[config.mk]
export PLATFORM = sky130hd
export DESIGN_NAME = axi2mem_tcdm_rd_chan
export DESIGN_NICKNAME = d
export VERILOG_FILES = /design/src/rtl/axi2mem_pkg.sv /design/src/rtl/axi2mem_rd_fifo.sv /design/src/rtl/axi2mem_tcdm_rd_chan.sv
export SDC_FILE = /design/constraint.sdc
export NUM_CORES = 1
export LEC_CHECK = 0
export ABC_AREA = 1
export CORE_ASPECT_RATIO = 1.25
export CORE_UTILIZATION = 53
export DETAILED_ROUTE_END_ITERATION = 8
export PLACE_DENSITY = 0.86
export SETUP_SLACK_MARGIN = 0.05
export SKIP_CTS_REPAIR_TIMING = 1
export SLEW_MARGIN = 25
export SYNTH_ARGS = -nofsm -noshare
export SYNTH_HDL_FRONTEND = slang
export SYNTH_SLANG_ARGS = --single-unit
[constraint.sdc]
create_clock -name clk_i -period 7.7 [get_ports clk_i]
set_input_delay 2.31 -clock clk_i [delete_from_list [all_inputs] [get_ports clk_i]]
set_output_delay 2.31 -clock clk_i [all_outputs]
set_load 0.01 [all_outputs]
[src/rtl/axi2mem_pkg.sv]
// axi2mem_pkg: default parameters and the read-command record shared by the TCDM read channel.
package axi2mem_pkg;
    localparam int unsigned DEF_DATA_WIDTH = 32;
    localparam int unsigned DEF_ADDR_WIDTH = 32;
    localparam int unsigned DEF_ID_WIDTH   = 6;
    localparam int unsigned DEF_MAX_OUTST  = 4;

    typedef struct packed {
        logic [DEF_ID_WIDTH-1:0] id;
        logic                    last;
    } rd_cmd_t;
endpackage

[src/rtl/axi2mem_rd_fifo.sv]
// axi2mem_rd_fifo: power-of-two depth FIFO with first-word-fall-through output.
module axi2mem_rd_fifo #(
    parameter int unsigned WIDTH = 8,
    parameter int unsigned DEPTH = 4
) (
    input  logic             clk_i,
    input  logic             rst_i,
    input  logic             push_i,
    input  logic             pop_i,
    input  logic [WIDTH-1:0] data_i,
    output logic [WIDTH-1:0] data_o,
    output logic             empty_o
);
    localparam int unsigned AW = $clog2(DEPTH);

    logic [WIDTH-1:0] mem_q [DEPTH];
    logic [AW:0]      wr_q, rd_q;

    always_ff @(posedge clk_i or posedge rst_i) begin
        if (rst_i) begin
            wr_q <= '0;
            rd_q <= '0;
        end else begin
            if (push_i) wr_q <= wr_q + {{AW{1'b0}}, 1'b1};
            if (pop_i)  rd_q <= rd_q + {{AW{1'b0}}, 1'b1};
        end
    end

    always_ff @(posedge clk_i) begin
        if (push_i) mem_q[wr_q[AW-1:0]] <= data_i;
    end

    assign data_o  = mem_q[rd_q[AW-1:0]];
    assign empty_o = wr_q == rd_q;
endmodule

[src/rtl/axi2mem_tcdm_rd_chan.sv]
// axi2mem_tcdm_rd_chan: credit-limited read channel from command port to TCDM and back.
// Define AXI2MEM_RD_BYPASS_EN to forward a response straight to the data port when the buffer is empty.
module axi2mem_tcdm_rd_chan
    import axi2mem_pkg::*;
#(
    parameter int unsigned DATA_WIDTH = DEF_DATA_WIDTH,
    parameter int unsigned ADDR_WIDTH = DEF_ADDR_WIDTH,
    parameter int unsigned ID_WIDTH   = DEF_ID_WIDTH,
    parameter int unsigned MAX_OUTST  = DEF_MAX_OUTST
) (
    input  logic                    clk_i,
    input  logic                    rst_i,
    input  logic                    trans_req_i,
    output logic                    trans_gnt_o,
    input  logic [ADDR_WIDTH-1:0]   trans_add_i,
    input  logic [ID_WIDTH-1:0]     trans_id_i,
    input  logic                    trans_last_i,
    output logic                    data_req_o,
    input  logic                    data_gnt_i,
    output logic [DATA_WIDTH-1:0]   data_dat_o,
    output logic [ID_WIDTH-1:0]     data_id_o,
    output logic                    data_last_o,
    output logic                    tcdm_req_o,
    input  logic                    tcdm_gnt_i,
    output logic [ADDR_WIDTH-1:0]   tcdm_add_o,
    output logic                    tcdm_we_o,
    output logic [DATA_WIDTH/8-1:0] tcdm_be_o,
    output logic [DATA_WIDTH-1:0]   tcdm_wdata_o,
    input  logic [DATA_WIDTH-1:0]   tcdm_r_rdata_i,
    input  logic                    tcdm_r_valid_i,
    output logic                    err_o
);
    localparam int unsigned CW = $clog2(MAX_OUTST) + 1;
    localparam logic [CW-1:0] MAX_CNT = CW'(MAX_OUTST);

    logic [CW-1:0]         cnt_q, cnt_d, pend_q, pend_d;
    logic                  err_q, err_d;
    logic                  data_hs, rsp_ok, rsp_push, byp;
    logic                  cmd_empty, rsp_empty;
    logic [ID_WIDTH:0]     cmd_head;
    logic [DATA_WIDTH-1:0] rsp_head;

    assign tcdm_req_o   = trans_req_i && (cnt_q < MAX_CNT) && !rst_i;
    assign trans_gnt_o  = tcdm_req_o && tcdm_gnt_i;
    assign tcdm_add_o   = trans_add_i;
    assign tcdm_we_o    = 1'b1;
    assign tcdm_be_o    = '1;
    assign tcdm_wdata_o = '0;

    // pend_q counts granted reads still waiting for memory data; anything beyond it is spurious
    assign rsp_ok = tcdm_r_valid_i && (pend_q != '0);

`ifdef AXI2MEM_RD_BYPASS_EN
    assign byp = rsp_empty && rsp_ok;
`else
    assign byp = 1'b0;
`endif

    assign data_req_o  = (!rsp_empty || byp) && !cmd_empty;
    assign data_hs     = data_req_o && data_gnt_i;
    assign data_dat_o  = byp ? tcdm_r_rdata_i : rsp_head;
    assign data_id_o   = cmd_head[ID_WIDTH:1];
    assign data_last_o = cmd_head[0];
    assign rsp_push    = rsp_ok && !(byp && data_gnt_i);
    assign err_o       = err_q;

    always_comb begin
        cnt_d  = cnt_q + CW'(trans_gnt_o) - CW'(data_hs);
        pend_d = pend_q + CW'(trans_gnt_o) - CW'(rsp_ok);
        err_d  = err_q || (tcdm_r_valid_i && !rsp_ok);
    end

    always_ff @(posedge clk_i or posedge rst_i) begin
        if (rst_i) begin
            cnt_q  <= '0;
            pend_q <= '0;
            err_q  <= 1'b0;
        end else begin
            cnt_q  <= cnt_d;
            pend_q <= pend_d;
            err_q  <= err_d;
        end
    end

    axi2mem_rd_fifo #(.WIDTH(ID_WIDTH + 1), .DEPTH(MAX_OUTST)) i_cmd_q (
        .clk_i   (clk_i),
        .rst_i   (rst_i),
        .push_i  (trans_gnt_o),
        .pop_i   (data_hs),
        .data_i  ({trans_id_i, trans_last_i}),
        .data_o  (cmd_head),
        .empty_o (cmd_empty)
    );

    axi2mem_rd_fifo #(.WIDTH(DATA_WIDTH), .DEPTH(MAX_OUTST)) i_rsp_buf (
        .clk_i   (clk_i),
        .rst_i   (rst_i),
        .push_i  (rsp_push),
        .pop_i   (data_hs && !rsp_empty),
        .data_i  (tcdm_r_rdata_i),
        .data_o  (rsp_head),
        .empty_o (rsp_empty)
    );
endmodule

[After elaboration in Yosys (flattened, before gate mapping)]
Memories as Yosys holds them, arrays and structs flattened.
Index checks and enable logic that the tools add are counted.
Widths: inputs -> output; s select.
Word-level totals
  register bits: 19
  RAM bits: 156
  input port bits: 77
  logic and storage cells: 38
  memories: 2
Memories
  i_rsp_buf.mem_q: words 4, bits a word 32, read ports 1, clocked after Yosys merged registers in 0, write ports 1, line axi2mem_rd_fifo.sv:16  | logic [WIDTH-1:0] mem_q [DEPTH];
  i_cmd_q.mem_q: words 4, bits a word 7, read ports 1, clocked after Yosys merged registers in 0, write ports 1, line axi2mem_rd_fifo.sv:16
Cells by class
  add/sub/neg operators: 8
  $lt $le $gt $ge: 1
  equality and inequality tests: 2
  mux-type cells: 4
  reduce and logical (&&, ||, !) cells: 14
Operators with widths (count)
  $add 3x1->3 const B: 4
  $logic_and 1x1->1: 8
  $add 3x1->3: 2
  $eq 3x3->1: 2
  $sub 3x1->3: 2
  $logic_not 1->1: 4
  $mux 1: 4
  $lt 3x3->1 const B: 1
  $reduce_bool 3->1: 1
  $logic_or 1x1->1: 1

[Longest topological paths before layout]
  depth after elaboration: 6
  mapped depth: 11

[Cells and area by module]
From an unflattened synthesis, not the netlist that was laid out.
Unflattened totals
  cells, all modules: 699
  area, all modules: 8134.1 um^2
By module, submodules not included
  axi2mem_rd_fifo at i_rsp_buf: times used 1, cells an instance 447, area an instance 5649.2 um^2
  axi2mem_rd_fifo at i_cmd_q: times used 1, cells an instance 130, area an instance 1527.7 um^2
  axi2mem_tcdm_rd_chan: times used 1, cells an instance 122, area an instance 957.2 um^2

[Worst setup path after synthesis]
Ideal clock, no wire load.
  path type: in2out
  start: input port rst_i
  end: output port trans_gnt_o
  arrival: 3.383 ns
  data required time: 5.390 ns
  slack: 2.007 ns
  stages on the path: 5
  path through: inv_1 > nand2_1 > nor2_1 > nand2_2 > inv_1
On the way
  cells in the longest elaborated chain, start to end: 3
Ends and longest elaborated chain
  start: declaration: line axi2mem_tcdm_rd_chan.sv:12  | input logic rst_i,
  $logic_not 1->1 (no source line)
  $logic_and 1x1->1: line axi2mem_tcdm_rd_chan.sv:43  | assign tcdm_req_o = trans_req_i && (cnt_q < MAX_CNT) && !rst_i;
  via tcdm_req_o: line axi2mem_tcdm_rd_chan.sv:23  | output logic tcdm_req_o,
  $logic_and 1x1->1: line axi2mem_tcdm_rd_chan.sv:44  | assign trans_gnt_o = tcdm_req_o && tcdm_gnt_i;
  end: declaration: line axi2mem_tcdm_rd_chan.sv:14  | output logic trans_gnt_o,
The timed path passes the listed nets, and every way through them passes these cells.

[Worst setup path in the final report]
  start: input port rst_i
  end: output port trans_gnt_o
On the way
  cells in the longest elaborated chain, start to end: 3
Ends and longest elaborated chain (line)
  $logic_not 1->1 (no source line)
  $logic_and 1x1->1: axi2mem_tcdm_rd_chan.sv:43
  $logic_and 1x1->1: axi2mem_tcdm_rd_chan.sv:44
No other way between the ends.

==> flow_metrics.env <==
export IMPL_min_period_over_period_pct=83.2
export IMPL_synth_cell_types=24
export IMPL_drv_cap=0
export IMPL_wl_per_cell_um=17.7
export IMPL_drcViolationCount=0
export IMPL_status="completed"
export IMPL_finalSetupTns_ns=0
export IMPL_clockRootBuffer="clkbuf_16"
export IMPL_hold_violations=0
export IMPL_grt_max_degree=69
export IMPL_gr_total_overflow=0
export IMPL_cp_top_family="buffers and inverters"
export IMPL_worst_pin_slew_ns=0.952
export IMPL_synth_commonest_cells="edfxtp_1, nor2_1, o21ai_0"
export IMPL_initial_utilization_pct=54.1
export IMPL_worstSetupPathType="input pin to output port"
export IMPL_cts_buffers=17
export IMPL_crit_buf_inv=5
export IMPL_r2r_start="i_cmd_q.rd_q[0]"
export IMPL_critPathRequiredTime_ns=5.39
export IMPL_rows=48
export IMPL_nFillCells=999
export IMPL_track_usage_pct=20.5
export IMPL_place_gp_congestion=0.789
export IMPL_rsz0062_at_grt="no"
export IMPL_synth_enable_flop_cells=156
export IMPL_h_tree_depth=4
export IMPL_r2r_slack_ns=5.09
export IMPL_yosys_cell_count_top_type="edfxtp_1"
export IMPL_holdPathStages=1
export IMPL_place_ws_ns=1.27
export IMPL_antenna_cells=0
export IMPL_vias_per_cell=5.52
export IMPL_hold_path_class="register to register"
export IMPL_die_h_um=134
export IMPL_ys_seq_area_share_pct=69.4
export IMPL_yosys_warnings=0
export IMPL_cp_arrival_ns=4.10
export IMPL_period_needed_ns=6.41
export IMPL_setup_viol=0
export IMPL_rr_worst_depth=11
export IMPL_die_w_um=108
export IMPL_cts_path_max_buffers=2
export IMPL_p_leak_nw=3.18
export IMPL_clk_insertion_delay_late_ns=0.43
export IMPL_antenna_left=0
export IMPL_r2r_end="cnt_q[2]"
export IMPL_synth_top_cell_by_area="edfxtp_1"
export IMPL_min_to="cnt_q[2]"
export IMPL_grt_pass1_vias=4485
export IMPL_p_per_area_nw_per_um2=403
export IMPL_die_area_um2=14500
export IMPL_path_max_fanout=20
export IMPL_min_from="cnt_q[2]"
export IMPL_async_reset_ff_share_pct=10.9
export IMPL_max_freq_mhz=156
export IMPL_synth_area_um2=7440
export IMPL_syn_inst=573
export IMPL_dr_pass1_iters=5
export IMPL_worst_slack_ns=1.29
export IMPL_syn2layout_area_growth_pct=18.1
export IMPL_slew_violations=0
export IMPL_yosys_top_cells_area="edfxtp_1, buf_4, dfrtp_1"
export IMPL_finalNetCount=719
export IMPL_clk_pin_slew_ns=0.06
export IMPL_num_io_pins=189
export IMPL_skew_ns=0.0146
export IMPL_via_count=4494
export IMPL_coreArea_um2=13800
export IMPL_grt_pass1_wl_um=22000
export IMPL_synth_flop_cell="edfxtp_1"
export IMPL_layout_drive_gt1_share_pct=8.14
export IMPL_ys_ff_latch=175
export IMPL_clock_sinks=175
export IMPL_grt_antenna_before_repair=0
export IMPL_peakVddDrop_mv=0.278
export IMPL_drt_iter0_markers=246
export IMPL_hpwlAfterDp_um=8480
export IMPL_syn_avg_cell_area_um2=13.0
export IMPL_worst_setup_path_end_kind="output port"
export IMPL_synth_top_cell_area_share_pct=63.0
export IMPL_wl_um=14400
export IMPL_port_buffers=87
export IMPL_path_cells="clkdlybuf4s50_1, inv_1, buf_4, nand2_1, nor2_1, nand2_2, inv_1, clkdlybuf4s50_1"
export IMPL_tritoncts="done"
export IMPL_max_slew_margin_pct=36.2
export IMPL_max_stage_delay_ns=0.56
export IMPL_cp_slowest_cell="clkdlybuf4s50_1"
export IMPL_crit_path_start_kind="input pin"
-- cells in the final DEF, fill, tap and decap left out, types with 7 or more instances in the layout --
cell type	instances
nand4_1	7
ha_1	13
xor2_1	8
o22ai_1	39
nand2_1	26
inv_1	25
dfrtp_1	18
o21ai_0	80
edfxtp_1	156
nor2_1	83
conb_1	37
clkdlybuf4s50_1	87
clkbuf_16	17
-- kinds of logic after synthesis --
| logic type | Yosys count | share of synthesized area [%] |
|---|---|---|
| and+or+nand+nor | 125 | 7.17 |
| AOI/OAI and AO/OA | 120 | 8.78 |
| adders and majority gates | 15 | 2.73 |
| other | 2 | 0.101 |
| xor gates and xnor gates | 14 | 1.95 |
| DFF | 175 | 69.4 |
| buffers and inverters | 122 | 9.89 |
-- worst max path at each step --
| stage | depth (start not counted) | from | to |
|---|---|---|---|
| after detailed placement | 8 | rst_i | trans_gnt_o |
| after global placement | 8 | rst_i | trans_gnt_o |
| after global routing | 8 | rst_i | trans_gnt_o |
| final | 8 | rst_i | trans_gnt_o |
| after CTS | 8 | rst_i | trans_gnt_o |
| after floorplan | 5 | rst_i | trans_gnt_o |
-- state kept, by name, indices dropped and copies added (netlist names) --
name and flops:
i_rsp_buf.rd_q 3, i_rsp_buf.mem_q 128, i_cmd_q.rd_q 3, err_o 1
i_rsp_buf.wr_q 3, i_cmd_q.mem_q 28, pend_q 3, cnt_q 3
i_cmd_q.wr_q 3
-- final cells by class --
cell class                      instances  area [um2]  area share (%)
Sequential cell                       175        5160            58.8
Multi-Input combinational cell        311        1700            19.4
Timing Repair Buffer                   94         988            11.3
Clock buffer                           18         429            4.89
Tap cell                              175         219            2.49
Clock inverter                         13         178            2.02
Inverter                               28         106            1.21
-- per-layer routing --
metal	part of all wire [%]	wire length (um)	up-vias	GRT usage, %
met5	0	0	-	0
met1	38	5520	2243	22.9
met3	6.8	974	33	6.46
li1	-	-	2033	-
met2	53	7650	185	35.6
met4	1.8	261	0	9.28
-- worst reg2reg max path, delay by kind of cell, from the launching register on --
family	cells	cell delay, ns
DFF	1	0.69
xor gates and xnor gates	2	0.35
and+or+nand+nor	6	0.68
buffers and inverters	1	0.25
adders and majority gates	2	0.58
-- through the flow --
step	hold slack [ns]	power (W)	utilization, %	cells	instance area (um2)
final	0.489	0.00354	63.9	814	8780
after global routing	0.502	0.00373	63.9	814	8780
after CTS	0.490	0.00354	63.3	811	8710
after detailed placement	0.477	0.00265	58.9	780	8100
after global placement	0.459	0.00258	58.8	779	8080
after floorplan	0.442	0.00210	-	608	7570
-- power breakdown --
part	switching, W	leakage [nW]	internal, W
clock	0.000363	0.297	0.000517
combinational	0.000764	1.23	0.000569
sequential	0.0000892	1.65	0.00124
total	0.00122	3.18	0.00233
(Power assumes the default switching activity.)
